==> config.mk <==
export PLATFORM = sky130hd
export DESIGN_NAME = chan_fifo_hub
export DESIGN_NICKNAME = d
export VERILOG_FILES = /design/src/rtl/chan_fifo_hub.sv
export SDC_FILE = /design/constraint.sdc
export NUM_CORES = 1
export LEC_CHECK = 0
export CAP_MARGIN = 20
export CORE_ASPECT_RATIO = 2
export CORE_UTILIZATION = 45
export DETAILED_ROUTE_END_ITERATION = 12
export SYNTH_ARGS = -nofsm -noshare
export SYNTH_HDL_FRONTEND = slang
export SYNTH_SLANG_ARGS = --single-unit
==> constraint.sdc <==
create_clock -name clk_in -period 2.85 [get_ports clk_in]
set_input_delay 0.57 -clock clk_in [delete_from_list [all_inputs] [get_ports clk_in]]
set_output_delay 0.57 -clock clk_in [all_outputs]
set_load 0.01 [all_outputs]
==> src/rtl/chan_fifo_hub.sv <==
// chan_fifo_hub: a bank of NUM_CHANS FIFO pairs behind the comm_fpga channel interface.
//   Pair k, with d = chanAddr_in - ADDR_BASE:
//     d = 2k   : data channel. Host writes push write FIFO k; host reads pop read FIFO k.
//     d = 2k+1 : status channel. Reads return the write FIFO k count. Writes with bit 0 set
//                flush both FIFOs of pair k.
//   With FIFO_HWM_EN defined, reads at d = 2*NUM_CHANS+k return the write FIFO k
//   high-water mark and reload it with the current count.
//   Unmapped addresses accept and discard writes. Reads there return 8'h00.
// Ports:
//   clk_in, reset_n_in               clock, async active-low reset
//   chanAddr_in                      selected channel
//   h2fData_in/Valid_in/Ready_out    host->FPGA byte stream
//   f2hData_out/Valid_out/Ready_in   FPGA->host byte stream
//   wrData_out/Valid_out/Ready_in    write FIFO heads toward local consumers (8 bits per pair)
//   rdData_in/Valid_in/Ready_out     local producers into the read FIFOs (8 bits per pair)
// Optional feature macro: FIFO_HWM_EN
module chan_fifo_hub #(
  parameter int unsigned NUM_CHANS  = 2,
  parameter int unsigned DEPTH_LOG2 = 4,
  parameter int unsigned ADDR_BASE  = 0
) (
  input  logic                   clk_in,
  input  logic                   reset_n_in,
  input  logic [6:0]             chanAddr_in,
  input  logic [7:0]             h2fData_in,
  input  logic                   h2fValid_in,
  output logic                   h2fReady_out,
  output logic [7:0]             f2hData_out,
  output logic                   f2hValid_out,
  input  logic                   f2hReady_in,
  output logic [8*NUM_CHANS-1:0] wrData_out,
  output logic [NUM_CHANS-1:0]   wrValid_out,
  input  logic [NUM_CHANS-1:0]   wrReady_in,
  input  logic [8*NUM_CHANS-1:0] rdData_in,
  input  logic [NUM_CHANS-1:0]   rdValid_in,
  output logic [NUM_CHANS-1:0]   rdReady_out
);

  localparam int unsigned Depth = 2 ** DEPTH_LOG2;

  typedef logic [DEPTH_LOG2-1:0] ptr_t;
  typedef logic [DEPTH_LOG2:0]   cnt_t;

  localparam cnt_t CntFull = cnt_t'(Depth);

  // Storage is not reset; heads are only meaningful while the count is non-zero.
  logic [7:0] wmem [NUM_CHANS][Depth];
  logic [7:0] rmem [NUM_CHANS][Depth];

  ptr_t wwr_ptr_q [NUM_CHANS];
  ptr_t wwr_ptr_d [NUM_CHANS];
  ptr_t wrd_ptr_q [NUM_CHANS];
  ptr_t wrd_ptr_d [NUM_CHANS];
  ptr_t rwr_ptr_q [NUM_CHANS];
  ptr_t rwr_ptr_d [NUM_CHANS];
  ptr_t rrd_ptr_q [NUM_CHANS];
  ptr_t rrd_ptr_d [NUM_CHANS];
  cnt_t wcnt_q    [NUM_CHANS];
  cnt_t wcnt_d    [NUM_CHANS];
  cnt_t rcnt_q    [NUM_CHANS];
  cnt_t rcnt_d    [NUM_CHANS];
`ifdef FIFO_HWM_EN
  cnt_t hwm_q     [NUM_CHANS];
  cnt_t hwm_d     [NUM_CHANS];
  logic [NUM_CHANS-1:0] sel_hwm;
`endif

  logic [NUM_CHANS-1:0] sel_data, sel_stat;
  logic [NUM_CHANS-1:0] w_push, w_pop, r_push, r_pop, flush;
  logic [7:0]           d_off;

  // Addresses below ADDR_BASE wrap to >= 128, which is always unmapped.
  assign d_off = {1'b0, chanAddr_in} - 8'(ADDR_BASE);

  always_comb begin
    sel_data = '0;
    sel_stat = '0;
    w_push   = '0;
    w_pop    = '0;
    r_push   = '0;
    r_pop    = '0;
    flush    = '0;
`ifdef FIFO_HWM_EN
    sel_hwm  = '0;
`endif
    for (int k = 0; k < NUM_CHANS; k++) begin
      sel_data[k] = (d_off == 8'(2 * k));
      sel_stat[k] = (d_off == 8'(2 * k + 1));
      flush[k]    = h2fValid_in & sel_stat[k] & h2fData_in[0];
      w_push[k]   = h2fValid_in & sel_data[k] & (wcnt_q[k] != CntFull);
      r_pop[k]    = f2hReady_in & sel_data[k] & (rcnt_q[k] != '0);
      // A flush overrides same-edge local traffic on its pair.
      w_pop[k]    = wrReady_in[k] & (wcnt_q[k] != '0) & ~flush[k];
      r_push[k]   = rdValid_in[k] & (rcnt_q[k] != CntFull) & ~flush[k];
`ifdef FIFO_HWM_EN
      sel_hwm[k]  = (d_off == 8'(2 * NUM_CHANS + k));
`endif
    end
  end

  always_comb begin
    for (int k = 0; k < NUM_CHANS; k++) begin
      wwr_ptr_d[k] = wwr_ptr_q[k];
      wrd_ptr_d[k] = wrd_ptr_q[k];
      rwr_ptr_d[k] = rwr_ptr_q[k];
      rrd_ptr_d[k] = rrd_ptr_q[k];
      wcnt_d[k]    = wcnt_q[k];
      rcnt_d[k]    = rcnt_q[k];
      if (flush[k]) begin
        wwr_ptr_d[k] = '0;
        wrd_ptr_d[k] = '0;
        rwr_ptr_d[k] = '0;
        rrd_ptr_d[k] = '0;
        wcnt_d[k]    = '0;
        rcnt_d[k]    = '0;
      end else begin
        if (w_push[k]) wwr_ptr_d[k] = wwr_ptr_q[k] + ptr_t'(1);
        if (w_pop[k])  wrd_ptr_d[k] = wrd_ptr_q[k] + ptr_t'(1);
        if (r_push[k]) rwr_ptr_d[k] = rwr_ptr_q[k] + ptr_t'(1);
        if (r_pop[k])  rrd_ptr_d[k] = rrd_ptr_q[k] + ptr_t'(1);
        if (w_push[k] && !w_pop[k]) wcnt_d[k] = wcnt_q[k] + cnt_t'(1);
        if (w_pop[k] && !w_push[k]) wcnt_d[k] = wcnt_q[k] - cnt_t'(1);
        if (r_push[k] && !r_pop[k]) rcnt_d[k] = rcnt_q[k] + cnt_t'(1);
        if (r_pop[k] && !r_push[k]) rcnt_d[k] = rcnt_q[k] - cnt_t'(1);
      end
    end
  end

`ifdef FIFO_HWM_EN
  always_comb begin
    for (int k = 0; k < NUM_CHANS; k++) begin
      hwm_d[k] = hwm_q[k];
      if (flush[k]) begin
        hwm_d[k] = '0;
      end else if (f2hReady_in && sel_hwm[k]) begin
        hwm_d[k] = wcnt_d[k];
      end else if (wcnt_d[k] > hwm_q[k]) begin
        hwm_d[k] = wcnt_d[k];
      end
    end
  end
`endif

  always_ff @(posedge clk_in or negedge reset_n_in) begin
    if (!reset_n_in) begin
      for (int k = 0; k < NUM_CHANS; k++) begin
        wwr_ptr_q[k] <= '0;
        wrd_ptr_q[k] <= '0;
        rwr_ptr_q[k] <= '0;
        rrd_ptr_q[k] <= '0;
        wcnt_q[k]    <= '0;
        rcnt_q[k]    <= '0;
`ifdef FIFO_HWM_EN
        hwm_q[k]     <= '0;
`endif
      end
    end else begin
      for (int k = 0; k < NUM_CHANS; k++) begin
        wwr_ptr_q[k] <= wwr_ptr_d[k];
        wrd_ptr_q[k] <= wrd_ptr_d[k];
        rwr_ptr_q[k] <= rwr_ptr_d[k];
        rrd_ptr_q[k] <= rrd_ptr_d[k];
        wcnt_q[k]    <= wcnt_d[k];
        rcnt_q[k]    <= rcnt_d[k];
`ifdef FIFO_HWM_EN
        hwm_q[k]     <= hwm_d[k];
`endif
      end
    end
  end

  always_ff @(posedge clk_in) begin
    for (int k = 0; k < NUM_CHANS; k++) begin
      if (w_push[k]) wmem[k][wwr_ptr_q[k]] <= h2fData_in;
      if (r_push[k]) rmem[k][rwr_ptr_q[k]] <= rdData_in[8*k +: 8];
    end
  end

  always_comb begin
    h2fReady_out = 1'b1;
    f2hValid_out = 1'b1;
    f2hData_out  = 8'h00;
    wrData_out   = '0;
    wrValid_out  = '0;
    rdReady_out  = '0;
    for (int k = 0; k < NUM_CHANS; k++) begin
      wrData_out[8*k +: 8] = wmem[k][wrd_ptr_q[k]];
      wrValid_out[k]       = (wcnt_q[k] != '0);
      rdReady_out[k]       = (rcnt_q[k] != CntFull);
      if (sel_data[k]) begin
        h2fReady_out = (wcnt_q[k] != CntFull);
        f2hValid_out = (rcnt_q[k] != '0);
        f2hData_out  = rmem[k][rrd_ptr_q[k]];
      end
      if (sel_stat[k]) f2hData_out = 8'(wcnt_q[k]);
`ifdef FIFO_HWM_EN
      if (sel_hwm[k]) f2hData_out = 8'(hwm_q[k]);
`endif
    end
  end

endmodule

Yosys cells after proc, flatten, opt, wreduce, memory -nomap -nowiden
Memories as Yosys holds them, arrays and structs flattened.
Cells that the tools add are included.
{"block": "totals", "register_bits": 52, "mem_bits_rw": 512, "input_bits": 39, "word_cells": 184, "n_memories": 2}
{"name": "rmem", "words": 2, "word_bits": 128, "rd": 2, "rd_clocked_by_memory_dff": 0, "wr": 2, "line": "48", "text": "logic [7:0] rmem [NUM_CHANS][Depth];"}
{"name": "wmem", "words": 2, "word_bits": 128, "rd": 2, "rd_clocked_by_memory_dff": 0, "wr": 1, "line": "47", "text": "logic [7:0] wmem [NUM_CHANS][Depth];"}
{"block": "classes", "n_addsub": 16, "n_lt_le_gt_ge": 12, "n_eq_ne": 7, "n_mux": 67, "bitwise_logic": 30, "n_reduce_logical": 38}
{"op": "128-bit two-way mux", "count": 6}
{"op": "8-bit binary-select mux with 4-bit select", "count": 4}
{"op": "8-bit demux with 4-bit select", "count": 4}
{"op": "8-bit two-way mux", "count": 16}
{"op": "128-bit OR reduction", "count": 1}
{"op": "4-bit two-way mux", "count": 16}
{"op": "5-bit two-way mux", "count": 12}
{"op": "5-bit >= comparator (second input constant)", "count": 8}
{"op": "4-bit NOT with 5-bit output", "count": 8}
{"op": "4-bit by 1-bit adder with 4-bit output (second input constant)", "count": 8}
{"op": "5-bit by 1-bit adder with 5-bit output (second input constant)", "count": 4}
{"op": "1-bit bitwise AND", "count": 20}
{"op": "5-bit by 1-bit < comparator with 1-bit output (second input constant)", "count": 4}
{"op": "5-bit inequality test (second input constant)", "count": 4}
{"op": "5-bit nonzero test", "count": 4}
{"op": "5-bit by 1-bit subtractor with 5-bit output (second input constant)", "count": 4}
{"op": "2-bit nonzero test", "count": 8}
{"op": "7-bit by 2-bit equality test with 1-bit output (second input constant)", "count": 2}
{"op": "1-bit logical AND", "count": 12}
{"op": "3-bit nonzero test", "count": 4}
{"op": "1-bit two-way mux", "count": 9}
{"op": "1-bit zero test", "count": 8}
{"op": "8-bit zero test", "count": 1}
{"op": "7-bit by 1-bit equality test with 1-bit output (second input constant)", "count": 1}
{"op": "1-bit NOT", "count": 2}

Depth between registers and ports, before layout
Gate-level depths: netlist (run 1).
{"block": "logic_depth", "depth_word": 10, "ltp_mapped": 15}

Worst setup path before layout (run 1)
No wires, ideal clock.
{"block": "synth_timing", "path_type": "input to register", "start": "input port chanAddr_in[2]", "end": "register wcnt_q[4] (netlist name)", "setup_time_ps": 132, "arrival_time_ps": 2998, "setup_slack_ps": -279, "stages": 13, "path_buffers": 1, "cell_sequence": "or4_4 -> nor3_2 -> and3_1 -> buf_6 -> or3_1 -> inv_1 -> ha_1 -> nor2b_1 -> o21a_1 -> or3_1 -> mux2i_1 -> xnor2_1 -> nor2_1"}
{"block": "synth_via", "elab_chain_cells": 8, "elab_cells_between_ends": 15, "classes_between": "eq/ne: 2; mux: 2; bitwise: 6; reduce/logical: 5"}
{"element": "start, declared", "line": "24", "text": "input logic [6:0] chanAddr_in,"}
{"element": "7-bit by 2-bit equality test with 1-bit output", "line": "88", "text": "sel_stat[k] = (d_off == 8'(2 * k + 1));"}
{"element": "1-bit bitwise AND (2 in a row)", "line": "89", "text": "flush[k] = h2fValid_in & sel_stat[k] & h2fData_in[0];"}
{"element": "1-bit NOT", "line": "93", "text": "w_pop[k] = wrReady_in[k] & (wcnt_q[k] != '0) & ~flush[k];"}
{"element": "1-bit bitwise AND", "line": "93"}
{"element": "1-bit logical AND or 1-bit zero test (tied branches)", "line": "122, 121"}
{"element": "5-bit two-way mux or 1-bit logical AND (tied branches)", "line": "122, 121"}
{"element": "5-bit two-way mux or 3-bit nonzero test (tied branches)"}
{"element": "end signal, assigned by index", "line": "163", "text": "wcnt_q[k] <= wcnt_d[k];"}
{"element": "end, declared", "line": "58", "text": "cnt_t wcnt_q [NUM_CHANS];"}
Parallel ways exist; a longest one is shown, timed or not.
A chain may end at the register's enable or synchronous reset.

Worst setup path after layout (run 1)
{"block": "layout_timing", "start": "register rrd_ptr_q[0] (netlist name)", "end": "output port f2hData_out[3]"}
{"block": "layout_via", "elab_chain_cells": 6}
{"element": "start, declared", "line": "56", "text": "ptr_t rrd_ptr_q [NUM_CHANS];"}
{"element": "start signal, assigned by index", "line": "162", "text": "rrd_ptr_q[k] <= rrd_ptr_d[k];"}
{"element": "4-bit NOT with 5-bit output (implied by the code)", "line": "193", "text": "f2hData_out = rmem[k][rrd_ptr_q[k]];"}
{"element": "8-bit binary-select mux with 4-bit select", "line": "193"}
{"element": "8-bit two-way mux (implied by the code) (2 in a row)", "line": "193"}
{"element": "8-bit two-way mux", "line": "190", "text": "if (sel_data[k]) begin"}
{"element": "8-bit two-way mux", "line": "195", "text": "if (sel_stat[k]) f2hData_out = 8'(wcnt_q[k]);"}
{"element": "end, declared", "line": "28", "text": "output logic [7:0] f2hData_out,"}
Every way passes these cells. The select of a mux whose other input is x is not followed.

==> results.env, run 1 <==
OUTCOME='finished, violations left'
FAILED_CHECKS='setup timing'
START_KIND='flop'
FINAL-INSTANCE-COUNT-EXCL-FILL=2310
ROOT_CELL_OF_THE_CLOCK_TREE='clkbuf_16'
PLACED_INSTANCE_AREA_MM2=0.0265
SYNTH_SIMPLE_GATE_AREA_SHARE_PCT=5.58
GP_CONGESTION=0.870
WORST_SLEW_PIN_SLEW_PS=743
FINAL_UTIL_PCT=56.7
DIE_AREA_MM2=0.0531
WORST_HOLD_SLACK_ACROSS_ALL_ENDPOINTS_PS=119
YS_ASYNC_SR_FRACTION_PCT=9.22
POST-ROUTE-CELL-AREA_MM2=0.0293
GR-TOTAL-OVERFLOW=0
CRIT_PATH_CELL_TRACE='buf_6, buf_6, mux4_2, mux4_2, a22oi_2, o21ai_2, buf_2'
FINALWORSTSETUPSLACK_PS=-506
FIN_CRIT_SH_PCT=118
POWER-PER-CELL-AREA_mW_PER_MM2=838
SYN_TO_LAYOUT_AREA_DELTA_PCT=24.9
REG2REG_FROM='wcnt_q[1]$_DFFE_PN0P_'
CTS-BUFFERS-INSERTED=48
SYN-MEAN-INSTANCE-AREA_UM2=17.7
CP_DATA_REQUIRED_TIME_PS=2280
START_UTIL_PCT=45.4
DRT-WIRELENGTH-PER-CELL_UM=23.4
WORSTSKEWPAIRLATENCY_PS=580
SYNTH-ADDER-AREA-SHARE_PCT=1.77
MAX_FREQ_MHz=298
YOSYS.CELL_TYPES.COUNT=55
DRT_ITER0_MARKERS=778
SYNTH.AREA.TOP_CELLS='edfxtp_1, mux4_2, dfrtp_1'
YS_DOMINANT_REG_CELL='edfxtp_1'
DETAIL-ROUTE-ANTENNA-NETS=0
FINALSETUPTNS_PS=-4190
REPORT.FINAL.HOLD_VIOL_COUNT=0
FILLERS=4061
CP-END-KIND='output port'
DETAILEDROUTE.FIRSTPASSITERATIONCOUNT=5
RR_ENDPOINT='wcnt_q[4]$_DFFE_PN0P_'
CAP_VIOLATIONS=0
TRITONCTS_CLOCK_TREE='done'
DRIVE_ABOVE_1_SHARE_PCT=34.6
MAPPEDNETLISTAREA_MM2=0.0234
PORT_BUFFER_COUNT=68
RSZ_0062_RAISED_AFTER_GLOBAL_ROUTING='true'
SYNTH.CELLS.MOST_FREQUENT='edfxtp_1, mux4_2, nor2_1, mux2i_1, nand2_1'
NUMBER_OF_GLOBAL_ROUTE_VIAS_BEFORE_REPAIR=13600
SLOWEST_STAGE='mux4_2'
DP_HPWL_UM=36600
MAIN_COMBINATIONAL_CELL_FAMILY_BY_AREA_AFTER_SYNTHESIS='multiplexers'
CELL_DEPTH_OF_THE_WORST_FLOP_TO_FLOP_PATH=12
YS_FF_LATCH=564
SETUP_VIOLATIONS=18
MAX_SLEW_VIO_COUNT=0
PLACED_INSTANCES=2156
DIE_W_UM=163
SYNTH_EDF_COUNT=512
SYNTH-COMPOUND-AREA-SHARE_PCT=3.83
MAXIMUM_NUMBER_OF_PINS_ON_ONE_NET_BEFORE_GLOBAL_ROUTE_REPAIR=53
AREA_LEADER_NETLIST='edfxtp_1'
R2R_SETUP_SLACK_PS=70
FIN_WORST_SKEW_PS=15.8
SYNTH.AREA.MUX_SHARE_PCT=14.3
CHIPHEIGHT_UM=325
VIASPERCELL=5.55
DETAILROUTE.VIA_COUNT=12800
WORST_IR_DROP_VDD_V=0.000532
SYNTH_SEQUENTIAL_AREA_RATIO_PCT=71.1
CTS_MAX_LEVEL=2
INITIAL_ANTENNA_VIOLATION_COUNT=0
GRT_FIRST_PASS_WIRELENGTH_UM=82300
CLK_PIN_SLEW_PS=70
SYNTH_WARNINGS=0
DETAIL_ROUTE.DRC_VIOLATIONS=0
LEAKAGE_uW=0.0102
NUM_ANTENNA_CELLS=0
CLK_PATH_BUF_DEPTH=3
CPPEAKSTAGEDELAY_PS=530
POST_SYNTH_XOR_AREA_FRACTION_PCT=1.52
CRIT_ARRIVAL_PS=2790
CRITICAL_PATH_CLASS='reg2out'
NUM-NETS-FINAL=1683
NUM_ROWS=118
FP.COREAREA_MM2=0.0517
SYNTH_NETS=1396
CTS_NUM_SINKS=564
SHARE_OF_THE_SYNTHESIZED_AREA_IN_THE_TOP_CELL_TYPE_PCT=65.6
TIMING.CRITICAL_PATH.FANOUT_MAX=4
IO_PINS=69
SLEW_HEADROOM_PCT=50.4
NUMBER_OF_STANDARD_CELLS_AFTER_SYNTHESIS=1325
DRT-TOTAL-WL_UM=54100
FINAL_PERIOD_MINUS_WORST_SETUP_SLACK_PS=3360
GRT.TOTAL_USAGE_PCT=21.1
HOLD_PATH_CLASS='in2async'
SYNTHMOSTINSTANTIATEDCELL='edfxtp_1'
## metal layers
metal / track usage, % / share of wire (%) / vias to the layer above / routed length [um]
met2: 39.1 / 57 / 259 / 30700
met1: 23.4 / 36 / 6638 / 19400
met3: 2.59 / 3.1 / 114 / 1670
li1: - / - / 5810 / -
met5: 0 / 0 / - / 0
met4: 10.1 / 4.4 / 0 / 2370
## kinds of logic (layout without fill, tap and decap cells)
group,after synthesis,count (layout)
flops,564,564
simple gates,256,256
mux,194,194
compound gates,140,140
buf+inv,100,425
xor+xnor,39,39
fa+ha+maj,32,32
## cell usage in the layout (no fill, tap or decap), types with 21 or more instances in the layout
cell and n:
a21oi_1 21, buf_12 50, buf_4 152, buf_6 29, clkbuf_16 51, clkdlybuf4s50_1 37, dfrtp_1 47, edfxtp_1 512
ha_1 28, inv_1 28, mux2i_1 61, mux4_2 112, nand2_1 59, nor2_1 74
## sequential cells by signal (all words and copies together) (netlist names)
name and flops:
wcnt_q 10, wwr_ptr_q 8, wmem 256, rcnt_q 10, rwr_ptr_q 8, rmem 256
wrd_ptr_q 8, rrd_ptr_q 8
## final cells by class
cell class	count	area [um^2]	area share (%)
clock buffer	61	1290	4.41
clock inverter	27	223	0.761
inverter	31	121	0.415
multi-input combinational	661	6860	23.4
sequential	564	16700	57.0
tap	660	826	2.82
timing repair buffer	306	3280	11.2
## worst max path at each step
| stage | from | endpoint | slack, ps |
|---|---|---|---|
| after global placement | chanAddr_in[6] | wcnt_q[4]$_DFFE_PN0P_ | -640 |
| after global routing | rrd_ptr_q[0]$_DFFE_PN0P_ | f2hData_out[0] | -600 |
| final | rrd_ptr_q[0]$_DFFE_PN0P_ | f2hData_out[3] | -510 |
| after CTS | rrd_ptr_q[0]$_DFFE_PN0P_ | f2hData_out[3] | -620 |
| after floorplan | chanAddr_in[6] | wcnt_q[4]$_DFFE_PN0P_ | -220 |
| after detailed placement | chanAddr_in[6] | wcnt_q[4]$_DFFE_PN0P_ | -670 |
## worst max-delay path: cells and delay by family, from the launching register on
kind	cells	cell delay (ps)
buf+inv	3	400
compound gates	2	320
flops	1	440
mux	2	1040
## power breakdown
group          internal, uW  switching [uW]  leakage, uW
Clock                  3490            2920     0.000730
Sequential             9660             590      0.00525
Combinational          4040            3830      0.00422
Total                 17200            7340       0.0102
## through the flow
stage | setup WS [ps] | power [uW]
after global placement | -640 | 16500
after global routing | -603 | 25600
final | -506 | 24500
after floorplan | -215 | 13900
after detailed placement | -674 | 16700
after CTS | -622 | 24100
## what timing repair did
action                                 CTS  global route
gates resized for setup                207            96
pin swaps                               48            55
endpoints found under the hold margin    0             0
setup buffers                           41            27
gates cloned                             6             2
hold buffers                             0             0
setup endpoints to repair               27            33
Power figures use the tool's default switching activity.
==> inputs of run 2 (changes only) <==
MAX_ROUTING_LAYER = met4   (was unset)
==> results.env, run 2 (synthesized netlist as in run 1, its figures left out) <==
LEAKAGE_uW=0.0101  # -0.83%
SWITCHING_SHARE_PCT=29.5  # -0.37 points
START_KIND='flop'
HOLD_PATH_CLASS='in2async'
POWER-PER-CELL-AREA_mW_PER_MM2=836  # -0.26%
DRT_ITER0_MARKERS=836  # +7.5%
IO_PINS=69  # unchanged
LAYOUT_COMMONEST_CELL='edfxtp_1'
FINALSETUPTNS_PS=-4690  # -493 ps
WORST_SLEW_PIN_SLEW_PS=592  # -151 ps
FINAL_PERIOD_MINUS_WORST_SETUP_SLACK_PS=3370  # +17.0 ps
CTS_MAX_LEVEL=2  # unchanged
FIN_WORST_SKEW_PS=20.0  # +4.12 ps
FAILED_CHECKS='setup timing'
DETAILROUTE.VIA_COUNT=12700  # -0.95%
CELL_DEPTH_OF_THE_WORST_FLOP_TO_FLOP_PATH=13  # +1
DRIVE_ABOVE_1_SHARE_PCT=33.8  # -0.79 points
R2R_SETUP_SLACK_PS=110  # +40 ps
FINAL_UTIL_PCT=56.4  # -0.23 points
NUMBER_OF_GLOBAL_ROUTE_VIAS_BEFORE_REPAIR=13300  # -2.2%
DETAILEDROUTE.FIRSTPASSITERATIONCOUNT=5  # unchanged
WORST_HOLD_SLACK_ACROSS_ALL_ENDPOINTS_PS=517  # +398 ps
PRE_CTS_WS_PS=-674  # +0.0870 ps
START_UTIL_PCT=45.4  # unchanged
MAX_SLEW_VIO_COUNT=0  # unchanged
REG2REG_FROM='wcnt_q[2]$_DFFE_PN0P_'
RSZ_0062_RAISED_AFTER_GLOBAL_ROUTING='true'
NUM-NETS-FINAL=1677  # -0.36%
POWER_FRAC_CLOCK_PCT=26.9  # +0.8 points
OUTCOME='finished, violations left'
GRT_FIRST_PASS_WIRELENGTH_UM=79800  # -3.0%
WORSTSKEWPAIRLATENCY_PS=580  # about the same
CTS_NUM_SINKS=564  # unchanged
DETAIL_ROUTE.DRC_VIOLATIONS=0  # unchanged
CLK_PATH_BUF_DEPTH=3  # unchanged
INITIAL_ANTENNA_VIOLATION_COUNT=0  # unchanged
DIE_AREA_MM2=0.0531  # unchanged
CLK_PIN_SLEW_PS=70  # about the same
SETUP_VIOLATIONS=20  # +2
CRIT_ARRIVAL_PS=2800  # about the same
CP-END-KIND='output port'
NUM_ROWS=118  # unchanged
GRT.TOTAL_USAGE_PCT=21.1  # about the same
SLEW_HEADROOM_PCT=60.5  # +10 points
CHIPHEIGHT_UM=325  # unchanged
RR_ENDPOINT='wcnt_q[4]$_DFFE_PN0P_'
DIE_W_UM=163  # unchanged
MAXIMUM_NUMBER_OF_PINS_ON_ONE_NET_BEFORE_GLOBAL_ROUTE_REPAIR=33  # -38%
CP_DATA_REQUIRED_TIME_PS=2280  # about the same
POST-ROUTE-CELL-AREA_MM2=0.0292  # -0.41%
MAX_FREQ_MHz=296  # -0.50%
PORT_BUFFER_COUNT=68  # unchanged
TOTAL_SWITCHING_POWER_uW=7200  # -1.9%
INTERNAL_POWER_uW=17200  # -0.15%
DRT-TOTAL-WL_UM=52800  # -2.4%
POWER_FRAC_SEQ_PCT=42.0  # +0.2 points
VIASPERCELL=5.51  # -0.69%
DRT-WIRELENGTH-PER-CELL_UM=22.9  # -2.1%
FIN_CRIT_SH_PCT=118  # +0.60 points
WORST_IR_DROP_VDD_V=0.000687  # +29%
NUM_ANTENNA_CELLS=0  # unchanged
ROOT_CELL_OF_THE_CLOCK_TREE='clkbuf_16'
PLACED_INSTANCE_AREA_MM2=0.0265  # +0.12%
TIMING.CRITICAL_PATH.FANOUT_MAX=7  # +3
FINALWORSTSETUPSLACK_PS=-523  # -17.0 ps
GR-TOTAL-OVERFLOW=0  # unchanged
CAP_VIOLATIONS=0  # unchanged
FP.COREAREA_MM2=0.0517  # unchanged
SYN_TO_LAYOUT_AREA_DELTA_PCT=24.4
MOST-COMMON-LAYOUT-CELLS='edfxtp_1, buf_4, mux4_2'
REPORT.FINAL.HOLD_VIOL_COUNT=0  # unchanged
DP_HPWL_UM=36700  # +0.14%
COMBPWRFRAC_PCT=31.1  # -1.0 points
CRITICAL_PATH_CLASS='reg2out'
TRITONCTS_CLOCK_TREE='done'
DETAIL-ROUTE-ANTENNA-NETS=0  # unchanged
CTS-BUFFERS-INSERTED=48  # unchanged
GP_CONGESTION=0.853  # -2.0%
==> run 2: changes by cell type in the layout (fill, tap and decap cells not counted), moves of 4 or more <==
cell / before / now
mux2i_1: 61 / 57
a22oi_1: 3 / 10
clkinv_1: 10 / 6
buf_16: 5 / 0
mux2i_4: 3 / 7
o21ai_1: 18 / 22
a22oi_2: 19 / 12
o21ai_2: 12 / 7
buf_8: 6 / 11
buf_6: 29 / 25
==> run 2: power by group through the flow <==
stage          logic, uW  registers [uW]  clock network [uW]
2_1_floorplan       3820           10100                   0
3_3_place_gp        6260           10300                   0
3_5_place_dp        6340           10400                   0
4_1_cts             7240           10200                6720
5_1_grt             8140           10300                6990
6_report            7570           10200                6570
==> run 2: worst max path at each step <==
stage	start	endpoint	slack, ps	depth (start not counted)
detailed placement	chanAddr_in[5]	wcnt_q[4]$_DFFE_PN0P_	-670	13
floorplan	chanAddr_in[6]	wcnt_q[4]$_DFFE_PN0P_	-220	13
finish	rrd_ptr_q[0]$_DFFE_PN0P_	f2hData_out[0]	-520	7
global placement	chanAddr_in[5]	wcnt_q[4]$_DFFE_PN0P_	-680	13
global route	rrd_ptr_q[0]$_DFFE_PN0P_	f2hData_out[0]	-610	7
CTS	rrd_ptr_q[0]$_DFFE_PN0P_	f2hData_out[0]	-560	7
==> run 2: cell type report <==
cell class                 count  area [um^2]
fill                        4061        22500
sequential                   564        16700
multi-input combinational    661         6850
timing repair buffer         300         3110
clock buffer                  64         1320
tap                          660          826
clock inverter                24          241
inverter                      31          121
==> run 2: what timing repair did <==
| item | in CTS | in global routing |
|---|---|---|
| resized for setup | 207 | 93 |
| setup endpoints to repair | 27 | 31 |
| pin swaps | 49 | 45 |
| hold buffers | 1 | 0 |
| endpoints found under the hold margin | 20 | 0 |
| gates cloned | 5 | 0 |
| setup buffers | 37 | 30 |
==> run 2: metrics by stage <==
step | instances | total power, uW
finish | 2304 | 24400
global route | 2304 | 25400
CTS | 2287 | 24200
detailed placement | 2157 | 16700
global placement | 2157 | 16600
floorplan | 1325 | 13900
==> run 2: worst max-delay path, cell delays in order, from the launching register on <==
cell and delay (ps):
dfrtp_2 440, buf_12 160, buf_4 110, mux4_2 520
mux4_2 540, a22oi_1 180, o21ai_1 120, buf_2 160
==> run 2: layer usage <==
layer	part of all wire [%]	wire, um	global-route usage (%)	vias up
met5	0	0	-	-
met4	4.0	2100	9.31	0
met3	2.9	1530	2.29	93
met2	57	30200	38.6	262
met1	36	19000	22.6	6544
li1	-	-	-	5800
==> inputs of run 3 (changes only) <==
ABC_CLOCK_PERIOD_IN_PS = 2850   (was unset)
CTS_CLUSTER_SIZE = 24   (was unset)
SETUP_SLACK_MARGIN = 0.5   (was unset)
==> results.env, run 3 (synthesized netlist as in run 1, its figures left out) <==
WORST_SLEW_PIN_SLEW_PS=764  # +172 ps
WORST_HOLD_SLACK_ACROSS_ALL_ENDPOINTS_PS=120  # -398 ps
CP-END-KIND='output port'
START_UTIL_PCT=45.4  # unchanged
MAXIMUM_NUMBER_OF_PINS_ON_ONE_NET_BEFORE_GLOBAL_ROUTE_REPAIR=53  # +61%
MAX_SLEW_VIO_COUNT=0  # unchanged
FILLERS=3909  # -3.7%
FINAL-INSTANCE-COUNT-EXCL-FILL=2344  # +1.7%
PLACED_INSTANCES=2167  # +0.46%
ROOT_CELL_OF_THE_CLOCK_TREE='clkbuf_16'
INTERNAL_POWER_uW=17900  # +4.3%
MOST-COMMON-LAYOUT-CELLS='edfxtp_1, buf_4, mux4_2'
PORT_BUFFER_COUNT=68  # unchanged
NUM-NETS-FINAL=1715  # +2.3%
GR-TOTAL-OVERFLOW=0  # unchanged
GP_CONGESTION=0.862  # +1.1%
VIASPERCELL=5.49  # -0.45%
CTS_MAX_LEVEL=2  # unchanged
POWER_FRAC_CLOCK_PCT=26.9  # about the same
CTS-BUFFERS-INSERTED=48  # unchanged
COMBPWRFRAC_PCT=32.8  # +1.7 points
GRT_FIRST_PASS_WIRELENGTH_UM=82800  # +3.8%
REPORT.FINAL.HOLD_VIOL_COUNT=0  # unchanged
CRITICAL_PATH_CLASS='reg2out'
FINAL_PERIOD_MINUS_WORST_SETUP_SLACK_PS=3460  # +83.3 ps
REG2REG_FROM='wcnt_q[2]$_DFFE_PN0P_'
CRITICAL_PATH_START='rrd_ptr_q[0]$_DFFE_PN0P_'
DRT_ITER0_MARKERS=771  # -7.8%
FIN_CRIT_SH_PCT=121  # +2.9 points
CRIT_ARRIVAL_PS=2890  # +90 ps
DRT-TOTAL-WL_UM=54700  # +3.6%
PLACED_INSTANCE_AREA_MM2=0.0271  # +2.0%
DP_HPWL_UM=36200  # -1.2%
FP.COREAREA_MM2=0.0517  # unchanged
MULTI_INPUT_COMB_AREA_MM2=0.00731  # +6.7%
MAX_FREQ_MHz=289  # -2.4%
OUTCOME='finished, violations left'
TIMING.CRITICAL_PATH.FANOUT_MAX=5  # -2
CHIPHEIGHT_UM=325  # unchanged
DIE_W_UM=163  # unchanged
SYN_TO_LAYOUT_AREA_DELTA_PCT=29.8
FIN_WORST_SKEW_PS=25.1  # +5.13 ps
CLK_PIN_SLEW_PS=70  # about the same
TRITONCTS_CLOCK_TREE='done'
SWITCHING_SHARE_PCT=29.6  # +0.032 points
FINAL_UTIL_PCT=58.9  # +2.4 points
POWER_FRAC_SEQ_PCT=40.2  # -1.8 points
GRT.TOTAL_USAGE_PCT=22.0  # +0.86 points
DETAILEDROUTE.FIRSTPASSITERATIONCOUNT=5  # unchanged
CP_DATA_REQUIRED_TIME_PS=2280  # about the same
DETAIL_ROUTE.DRC_VIOLATIONS=0  # unchanged
NUM_ROWS=118  # unchanged
CTS_NUM_SINKS=564  # unchanged
HOLD_PATH_CLASS='in2async'
NUM_ANTENNA_CELLS=0  # unchanged
DETAIL-ROUTE-ANTENNA-NETS=0  # unchanged
POST-ROUTE-CELL-AREA_MM2=0.0304  # +4.3%
TOTAL_SWITCHING_POWER_uW=7520  # +4.5%
SLEW_HEADROOM_PCT=49.1  # -11 points
FAILED_CHECKS='setup timing'
LEAKAGE_uW=0.0106  # +4.9%
DRT-WIRELENGTH-PER-CELL_UM=23.3  # +1.9%
POWER-PER-CELL-AREA_mW_PER_MM2=836  # about the same
CAP_VIOLATIONS=0  # unchanged
INITIAL_ANTENNA_VIOLATION_COUNT=0  # unchanged
NUMBER_OF_GLOBAL_ROUTE_VIAS_BEFORE_REPAIR=13700  # +3.0%
FINALWORSTSETUPSLACK_PS=-606  # -83.3 ps
WORST_IR_DROP_VDD_V=0.000645  # -6.1%
LAYOUT.AREA.SEQ_MM2=0.0167  # about the same
FINALSETUPTNS_PS=-5570  # -882 ps
DIE_AREA_MM2=0.0531  # unchanged
IO_PINS=69  # unchanged
DRIVE_ABOVE_1_SHARE_PCT=41.0  # +7.2 points
WORSTSKEWPAIRLATENCY_PS=590  # about the same
DETAILROUTE.VIA_COUNT=12900  # +1.3%
START_KIND='flop'
LAYOUT_COMMONEST_CELL='edfxtp_1'
CLK_PATH_BUF_DEPTH=3  # unchanged
RSZ_0062_RAISED_AFTER_GLOBAL_ROUTING='true'
SETUP_VIOLATIONS=24  # +20%
-- run 3: cell types whose count changed in the layout (fill, tap and decap cells not counted), sizes merged --
| cell | change |
|---|---|
| dlygate4sd3 | -1 |
| clkinvlp | -3 |
| dlygate4sd2 | -1 |
| bufinv | +2 |
| clkbuf | -4 |
| inv | +2 |
| clkinv | +5 |
| clkdlybuf4s15 | +2 |
| buf | +43 |
| bufbuf | +1 |
| clkdlybuf4s50 | -4 |
| dlymetal6s2s | -2 |
-- run 3: area by class of cell --
type,count,area share (%)
Clock buffer,60,4.34
Inverter,31,0.424
Tap cell,660,2.72
Clock inverter,30,1.06
Timing Repair Buffer,338,12.6
Multi-Input combinational cell,661,24.0
Sequential cell,564,54.9
-- run 3: critical path, cell delays in order (launching register included) --
cell and delay, ps:
dfrtp_2 430, buf_12 150, buf_4 130, buf_8 120, mux4_2 430, mux4_2 560
a22oi_2 210, o21ai_2 100, buf_2 150
-- run 3: what timing repair did --
item / CTS / global route
buffers inserted: 61 / 19
pin swaps: 60 / 46
gates cloned: 7 / 0
hold buffers: 0 / 0
endpoints found under the setup margin: 436 / 299
resized for setup: 286 / 89
-- run 3: power groups by stage --
stage	Clock, uW	Sequential [uW]	Combinational, uW
after floorplan	0	10100	3970
after global placement	0	10300	6290
after detailed placement	0	10400	6380
after CTS	7010	10200	7870
after global routing	7260	10300	8980
final	6840	10200	8350
-- run 3: metal layers --
layer / vias to the layer above / wire, um / GRT usage [%]
met5: - / 0 / -
li1: 5878 / - / -
met2: 257 / 31100 / 40.3
met3: 111 / 1780 / 2.34
met4: 0 / 2520 / 9.28
met1: 6615 / 19300 / 23.6
-- run 3: per-stage QoR --
step / total power [uW] / setup WS [ps]
2_1_floorplan: 14100 / -214
3_3_place_gp: 16600 / -692
3_5_place_dp: 16700 / -687
4_1_cts: 25100 / -637
5_1_grt: 26500 / -675
6_report: 25400 / -606
-- run 3: path summary, 6_finish.rpt --
path / depth (start not counted) / slack [ps] / to
setup reg to reg: 13 / 110 / wcnt_q[4]$_DFFE_PN0P_
setup / recovery: 8 / -610 / f2hData_out[0]
max in group asynchronous: 2 / 2150 / rcnt_q[5]$_DFFE_PN0P_
min in group clk_in: 2 / 590 / wwr_ptr_q[5]$_DFFE_PN0P_
hold / removal: 2 / 120 / wwr_ptr_q[2]$_DFFE_PN0P_
hold reg to reg: 2 / 590 / wwr_ptr_q[5]$_DFFE_PN0P_
